`config.mk`:
```
export PLATFORM = sky130hd
export DESIGN_NAME = mem_port_arbiter
export DESIGN_NICKNAME = d
export VERILOG_FILES = /design/src/rtl/mem_port_arbiter.sv
export SDC_FILE = /design/constraint.sdc
export NUM_CORES = 1
export LEC_CHECK = 0
export BUFFER_PORTS_ARGS = -buffer_cell sky130_fd_sc_hd__buf_2
export CORE_MARGIN = 2
export CORE_UTILIZATION = 41
export CTS_CLUSTER_DIAMETER = 200
export DETAILED_ROUTE_END_ITERATION = 12
export PLACE_DENSITY = 0.73
export SLEW_MARGIN = 10
export SYNTH_ARGS = -nofsm -noshare
export SYNTH_HDL_FRONTEND = slang
export SYNTH_SLANG_ARGS = --single-unit
```
`constraint.sdc`:
```
create_clock -name clk -period 2.1 [get_ports clk]
set_clock_uncertainty 0.1 [all_clocks]
set_input_delay 0.105 -clock clk [delete_from_list [all_inputs] [get_ports clk]]
set_output_delay 0.105 -clock clk [all_outputs]
set_load 0.02 [all_outputs]
```
`src/rtl/mem_port_arbiter.sv`:
```
// mem_port_arbiter
// Shares one memory port between instruction fetch (IF) and data access (MEM).
// One transaction at a time over a req/ready handshake. Data has priority over
// fetch because it belongs to the older instruction. Per-step served flags keep
// a completed port from being granted again until the pipeline advances.
// A flushed fetch still completes on the bus, but it is not delivered.
// Hung transactions are aborted after TIMEOUT wait cycles.
//
// Ports
//   clk, reset_n                  clock, synchronous active-low reset
//   if_req/if_addr/if_flush       fetch request side
//   if_rdata/if_valid             fetch completion (one-cycle pulse)
//   d_read/d_write/d_addr/
//   d_wdata/d_wstrb               data request side
//   d_rdata/d_valid               data completion (one-cycle pulse)
//   stall                         pipeline freeze (combinational)
//   bus_err                       pulses with the valid of a timed-out access
//   mem_*                         external memory port
//
// state  | meaning
// IDLE   | no transaction outstanding, mem_req low, grant decision made here
// BUSY_I | fetch transaction on the bus
// BUSY_D | data transaction on the bus
module mem_port_arbiter #(
   parameter int ADDR_W  = 32,
   parameter int DATA_W  = 32,
   parameter int TIMEOUT = 15
) (
   input  logic                clk,
   input  logic                reset_n,
   input  logic                if_req,
   input  logic [ADDR_W-1:0]   if_addr,
   input  logic                if_flush,
   output logic [DATA_W-1:0]   if_rdata,
   output logic                if_valid,
   input  logic                d_read,
   input  logic                d_write,
   input  logic [ADDR_W-1:0]   d_addr,
   input  logic [DATA_W-1:0]   d_wdata,
   input  logic [DATA_W/8-1:0] d_wstrb,
   output logic [DATA_W-1:0]   d_rdata,
   output logic                d_valid,
   output logic                stall,
   output logic                bus_err,
   output logic                mem_req,
   output logic                mem_we,
   output logic [ADDR_W-1:0]   mem_addr,
   output logic [DATA_W-1:0]   mem_wdata,
   output logic [DATA_W/8-1:0] mem_wstrb,
   input  logic [DATA_W-1:0]   mem_rdata,
   input  logic                mem_ready
);

   localparam logic [7:0] TMR_LOAD = 8'(TIMEOUT);

   typedef enum logic [1:0] {IDLE, BUSY_I, BUSY_D} state_t;

   state_t     state;
   logic       d_served;
   logic       i_served;
   logic       discard;
   logic [7:0] tmr;
   logic       d_need;
   logic       i_need;
   logic       done;
   logic       expire;

   always_comb begin
      d_need = (d_read | d_write) & ~d_served;
      i_need = if_req & ~i_served & ~if_flush;
      stall  = d_need | i_need | (state == BUSY_D);
   end

   assign done   = mem_req & mem_ready;
   // The wait timer counts down from TIMEOUT; the last waiting cycle aborts.
   assign expire = mem_req & ~mem_ready & (tmr == 8'd1);

   always_ff @(posedge clk) begin
      if (!reset_n) begin
         state     <= IDLE;
         d_served  <= 1'b0;
         i_served  <= 1'b0;
         discard   <= 1'b0;
         tmr       <= 8'd0;
         mem_req   <= 1'b0;
         mem_we    <= 1'b0;
         mem_addr  <= '0;
         mem_wdata <= '0;
         mem_wstrb <= '0;
         if_rdata  <= '0;
         d_rdata   <= '0;
         if_valid  <= 1'b0;
         d_valid   <= 1'b0;
         bus_err   <= 1'b0;
      end else begin
         if_valid <= 1'b0;
         d_valid  <= 1'b0;
         bus_err  <= 1'b0;

         if (!stall) begin
            d_served <= 1'b0;
            i_served <= 1'b0;
         end

         case (state)
            IDLE: begin
               if (d_need) begin
                  state     <= BUSY_D;
                  mem_req   <= 1'b1;
                  mem_we    <= d_write;
                  mem_addr  <= d_addr;
                  mem_wdata <= d_wdata;
                  mem_wstrb <= d_write ? d_wstrb : '0;
                  tmr       <= TMR_LOAD;
               end else if (i_need) begin
                  state     <= BUSY_I;
                  mem_req   <= 1'b1;
                  mem_we    <= 1'b0;
                  mem_addr  <= if_addr;
                  mem_wdata <= '0;
                  mem_wstrb <= '0;
                  tmr       <= TMR_LOAD;
                  discard   <= 1'b0;
               end
            end

            BUSY_D: begin
               if (done || expire) begin
                  state    <= IDLE;
                  mem_req  <= 1'b0;
                  d_rdata  <= done ? mem_rdata : '0;
                  d_valid  <= 1'b1;
                  bus_err  <= expire;
                  d_served <= 1'b1;
               end else if (!mem_ready) begin
                  tmr <= tmr - 8'd1;
               end
            end

            BUSY_I: begin
               if (if_flush)
                  discard <= 1'b1;
               if (done || expire) begin
                  state   <= IDLE;
                  mem_req <= 1'b0;
                  discard <= 1'b0;
                  // A flush in the completing cycle counts the same as an earlier one.
                  if (!(discard || if_flush)) begin
                     if_rdata <= done ? mem_rdata : '0;
                     if_valid <= 1'b1;
                     bus_err  <= expire;
                     i_served <= 1'b1;
                  end
               end else if (!mem_ready) begin
                  tmr <= tmr - 8'd1;
               end
            end

            default: begin
               state   <= IDLE;
               mem_req <= 1'b0;
            end
         endcase
      end
   end

endmodule
```
==> out/metrics.csv <==
stage,metric,value,unit
outcome,status,"finished, violations left",
outcome,violations,negative setup slack,
power,powerDensity,1090,nW/um^2
sta,slew_headroom,66.0,%
yosys,syn_nets,763,
setup_path,cp_max_fo,6,
sta,fin_hold_ws,0.169,ns
place,globalplace.congestion,0.826,
yosys,ys_async_sr_fraction,0,%
grt,grt_pass1_wl,30900,um
drt,drc,0,
floorplan,die_area,14600,um^2
floorplan,rows,42,
run,maxCapViolCount,0,
sta,maxClockFrequency,0.448,GHz
floorplan,io_pins,277,
setup_path,cp-start-kind,flip-flop,
setup_path,reg2reg_depth,8,
floorplan,start_util,42.2,%
yosys,synthMuxAreaShare,0,%
setup_path,startpoint,tmr[1]$_SDFFE_PN0P_,
grt,grt_pass1_vias,6312,
clocking,path_clk_slew,0.06,ns
yosys,synthSimpleGateAreaFrac,17.4,%
drt,ant_nets,0,
drt,via_count,6524,
setup_path,r2r_slack,-0.13,ns
grt,track_usage,26.5,%
yosys,synth_top_family_by_area,compound AO/OA/AOI/OAI gates,
setup_path,criticalPathCategory,reg -> reg,
drt,dr.pass1.iters,5,
clocking,cts_root_buffer,clkbuf_16,
grt,global_route.overflow_total,0,
setup_path,cp_data_arrival_time,2.43,ns
floorplan,die_h,121,um
drt,wl,21300,um
yosys,ys_types,44,
yosys,synth_seq_cells,150,
setup_path,worstReg2RegEnd,if_rdata[12]$_SDFFE_PN0P_,
yosys,synth_fa_ha_area_share,1.11,%
sta,tightest_slew,0.511,ns
yosys,syn_avg_cell_area,9.07,um^2
final_layout,nets,1183,
sta,hold_viol,0,
yosys,ys_seq_area_share,53.5,%
sta,drv_slew,0,
drt,via_per_inst,5.31,
sta,setup_ws,-0.133,ns
power,ir_worst_vdd,0.745,mV
yosys,synth_warnings,0,
clocking,cts_buffers,17,
sta,post-route-period-util,106,%
yosys,synth-compound-area-share,23.1,%
yosys,synth-xor-area-share,0.468,%
final_layout,fillers,915,
sta,setup_viol,64,
yosys,synthesis.area,5610,um^2
drt,wire_per_inst,17.4,um
clocking,cts_tree,done,
final_layout,final_util,72.7,%
clocking,cts.path.max_buffers,2,
final_layout,area_growth,72.2,%
floorplan,fp.dieW,121,um
place,dp_hpwl,11200,um
grt,antenna_found_initial,2,
yosys,synth_cells,619,
sta,fin_crit,2.23,ns
setup_path,endpoint,if_rdata[12]$_SDFFE_PN0P_,
worst_hold_path,hp-class,in -> reg,
grt,grt_max_degree,65,
setup_path,crit-reg2reg-launch,tmr[1]$_SDFFE_PN0P_,
floorplan,coreArea,13300,um^2
final_layout,final_common_cell,buf_2,
yosys,synth_edf_count,0,
final_layout,drive_above_1_share,39.0,%
clocking,clk_latency,0.42,ns
setup_path,worstPathRequired,2.29,ns
place,numPortBuffers,276,
drt,drt_iter0_markers,513,
power,p_leak,4.39,nW
yosys,ys.flop_type,dfxtp_1,
clocking,clock-sinks,150,
final_layout,mostFrequentLayoutCells,"277 x buf_2, 148 x dfxtp_1, 143 x nor2_1, 137 x dlygate4sd3_1, 69 x nand2_1",
sta,tns,-3.05,ns
clocking,htreeDepth,4,
setup_path,critPathCaptureType,flip-flop,
sta,rsz0062_at_grt,yes,
cell type report:
type                            count  area [um^2]  area share, %
Antenna cell                        3         7.51         0.0777
Clock inverter                     11          153           1.58
Sequential cell                   150         3010           31.1
Multi-Input combinational cell    412         2630           27.2
Tap cell                          176          220           2.28
Inverter                            6         25.0          0.259
Clock buffer                       18          439           4.54
Timing Repair Buffer              452         3190           33.0
state kept, by name, indices dropped and copies added, names as in the netlist:
| signal | cells |
|---|---|
| mem_we | 1 |
| mem_addr | 32 |
| mem_wstrb | 4 |
| if_valid | 1 |
| d_rdata | 32 |
| d_valid | 1 |
| tmr | 8 |
| mem_wdata | 32 |
| if_rdata | 32 |
| discard | 1 |
| bus_err | 1 |
| mem_req | 1 |
| i_served | 1 |
| d_served | 1 |
| state | 2 |
critical path, stage by stage (launching register included):
cell and delay (ns):
dfxtp_2 0.32, inv_2 0.07, ha_4 0.12, or4bb_4 0.48, o31ai_4 0.29, nand3_4 0.21, buf_6 0.21, a22oi_2 0.20
nor2_1 0.10
timing repair:
item / 4_1_cts / 5_1_grt
setup endpoints to repair: 64 / 71
hold buffers: 137 / 0
pin swaps: 6 / 34
cloned: 1 / 6
setup buffers: 1 / 1
endpoints found under the hold margin: 139 / 0
resized for setup: 13 / 42
report_power, final:
part | internal [mW] | leakage [nW] | total [mW] | switching [mW]
logic | 1.55 | 2.88 | 3.76 | 2.21
clock network | 1.89 | 0.280 | 3.08 | 1.19
registers | 3.36 | 1.23 | 3.65 | 0.287
total | 6.80 | 4.39 | 10.5 | 3.69
kinds of logic (layout without fill, tap and decap cells):
kind of cell,after synthesis,count (layout)
other,0,3
adders and majority gates,5,5
buffers and inverters,57,487
xor gates and xnor gates,3,3
and+or+nand+nor,237,237
DFF,150,150
AOI/OAI and AO/OA,167,167
cells in the mapped netlist (3+ instances only):
library cell / instances / area share (%)
buf_6: 3 / 0.60
buf_2: 11 / 0.98
ha_1: 5 / 1.1
o31a_1: 3 / 0.47
clkbuf_1: 37 / 2.5
nor2_1: 145 / 9.7
inv_1: 5 / 0.33
o21ai_0: 7 / 0.62
dfxtp_1: 150 / 54
nor3_1: 3 / 0.27
a32oi_1: 4 / 0.62
a22oi_1: 97 / 13
a21oi_1: 8 / 0.71
nand2_1: 70 / 4.7
a311oi_1: 34 / 5.3
o21a_1: 3 / 0.40
how the worst min path moves through the flow:
stage	slack (ns)	cells past startpoint	end	start
2_1_floorplan	0.12	1	tmr[2]$_SDFFE_PN0P_	reset_n
3_3_place_gp	0.25	3	mem_wdata[23]$_SDFFE_PN0P_	d_wdata[23]
3_5_place_dp	0.26	3	mem_wdata[1]$_SDFFE_PN0P_	d_wdata[1]
4_1_cts	0.16	5	state[0]$_SDFFE_PN0P_	if_req
5_1_grt	0.20	5	tmr[1]$_SDFFE_PN0P_	d_read
6_report	0.17	5	tmr[1]$_SDFFE_PN0P_	d_read
per-layer routing:
layer / share of wire (%) / vias up / track usage (%)
li1: - / 3057 / -
met1: 37 / 3085 / 29.3
met2: 52 / 318 / 46.0
met3: 7.5 / 64 / 7.00
met4: 3.8 / 0 / 14.5
met5: 0 / - / 0
metrics by stage:
stage	setup WS, ns	total power [mW]	instance area (um^2)	instances
final	-0.133	10.5	9670	1228
after global routing	-0.161	11.0	9660	1227
after CTS	-0.0827	10.3	9320	1218
after detailed placement	-0.0543	6.99	7290	1050
after global placement	-0.000302	6.96	7290	1050
after floorplan	0.0486	5.78	5610	619
Note: power is estimated with default switching activity, not from simulation.
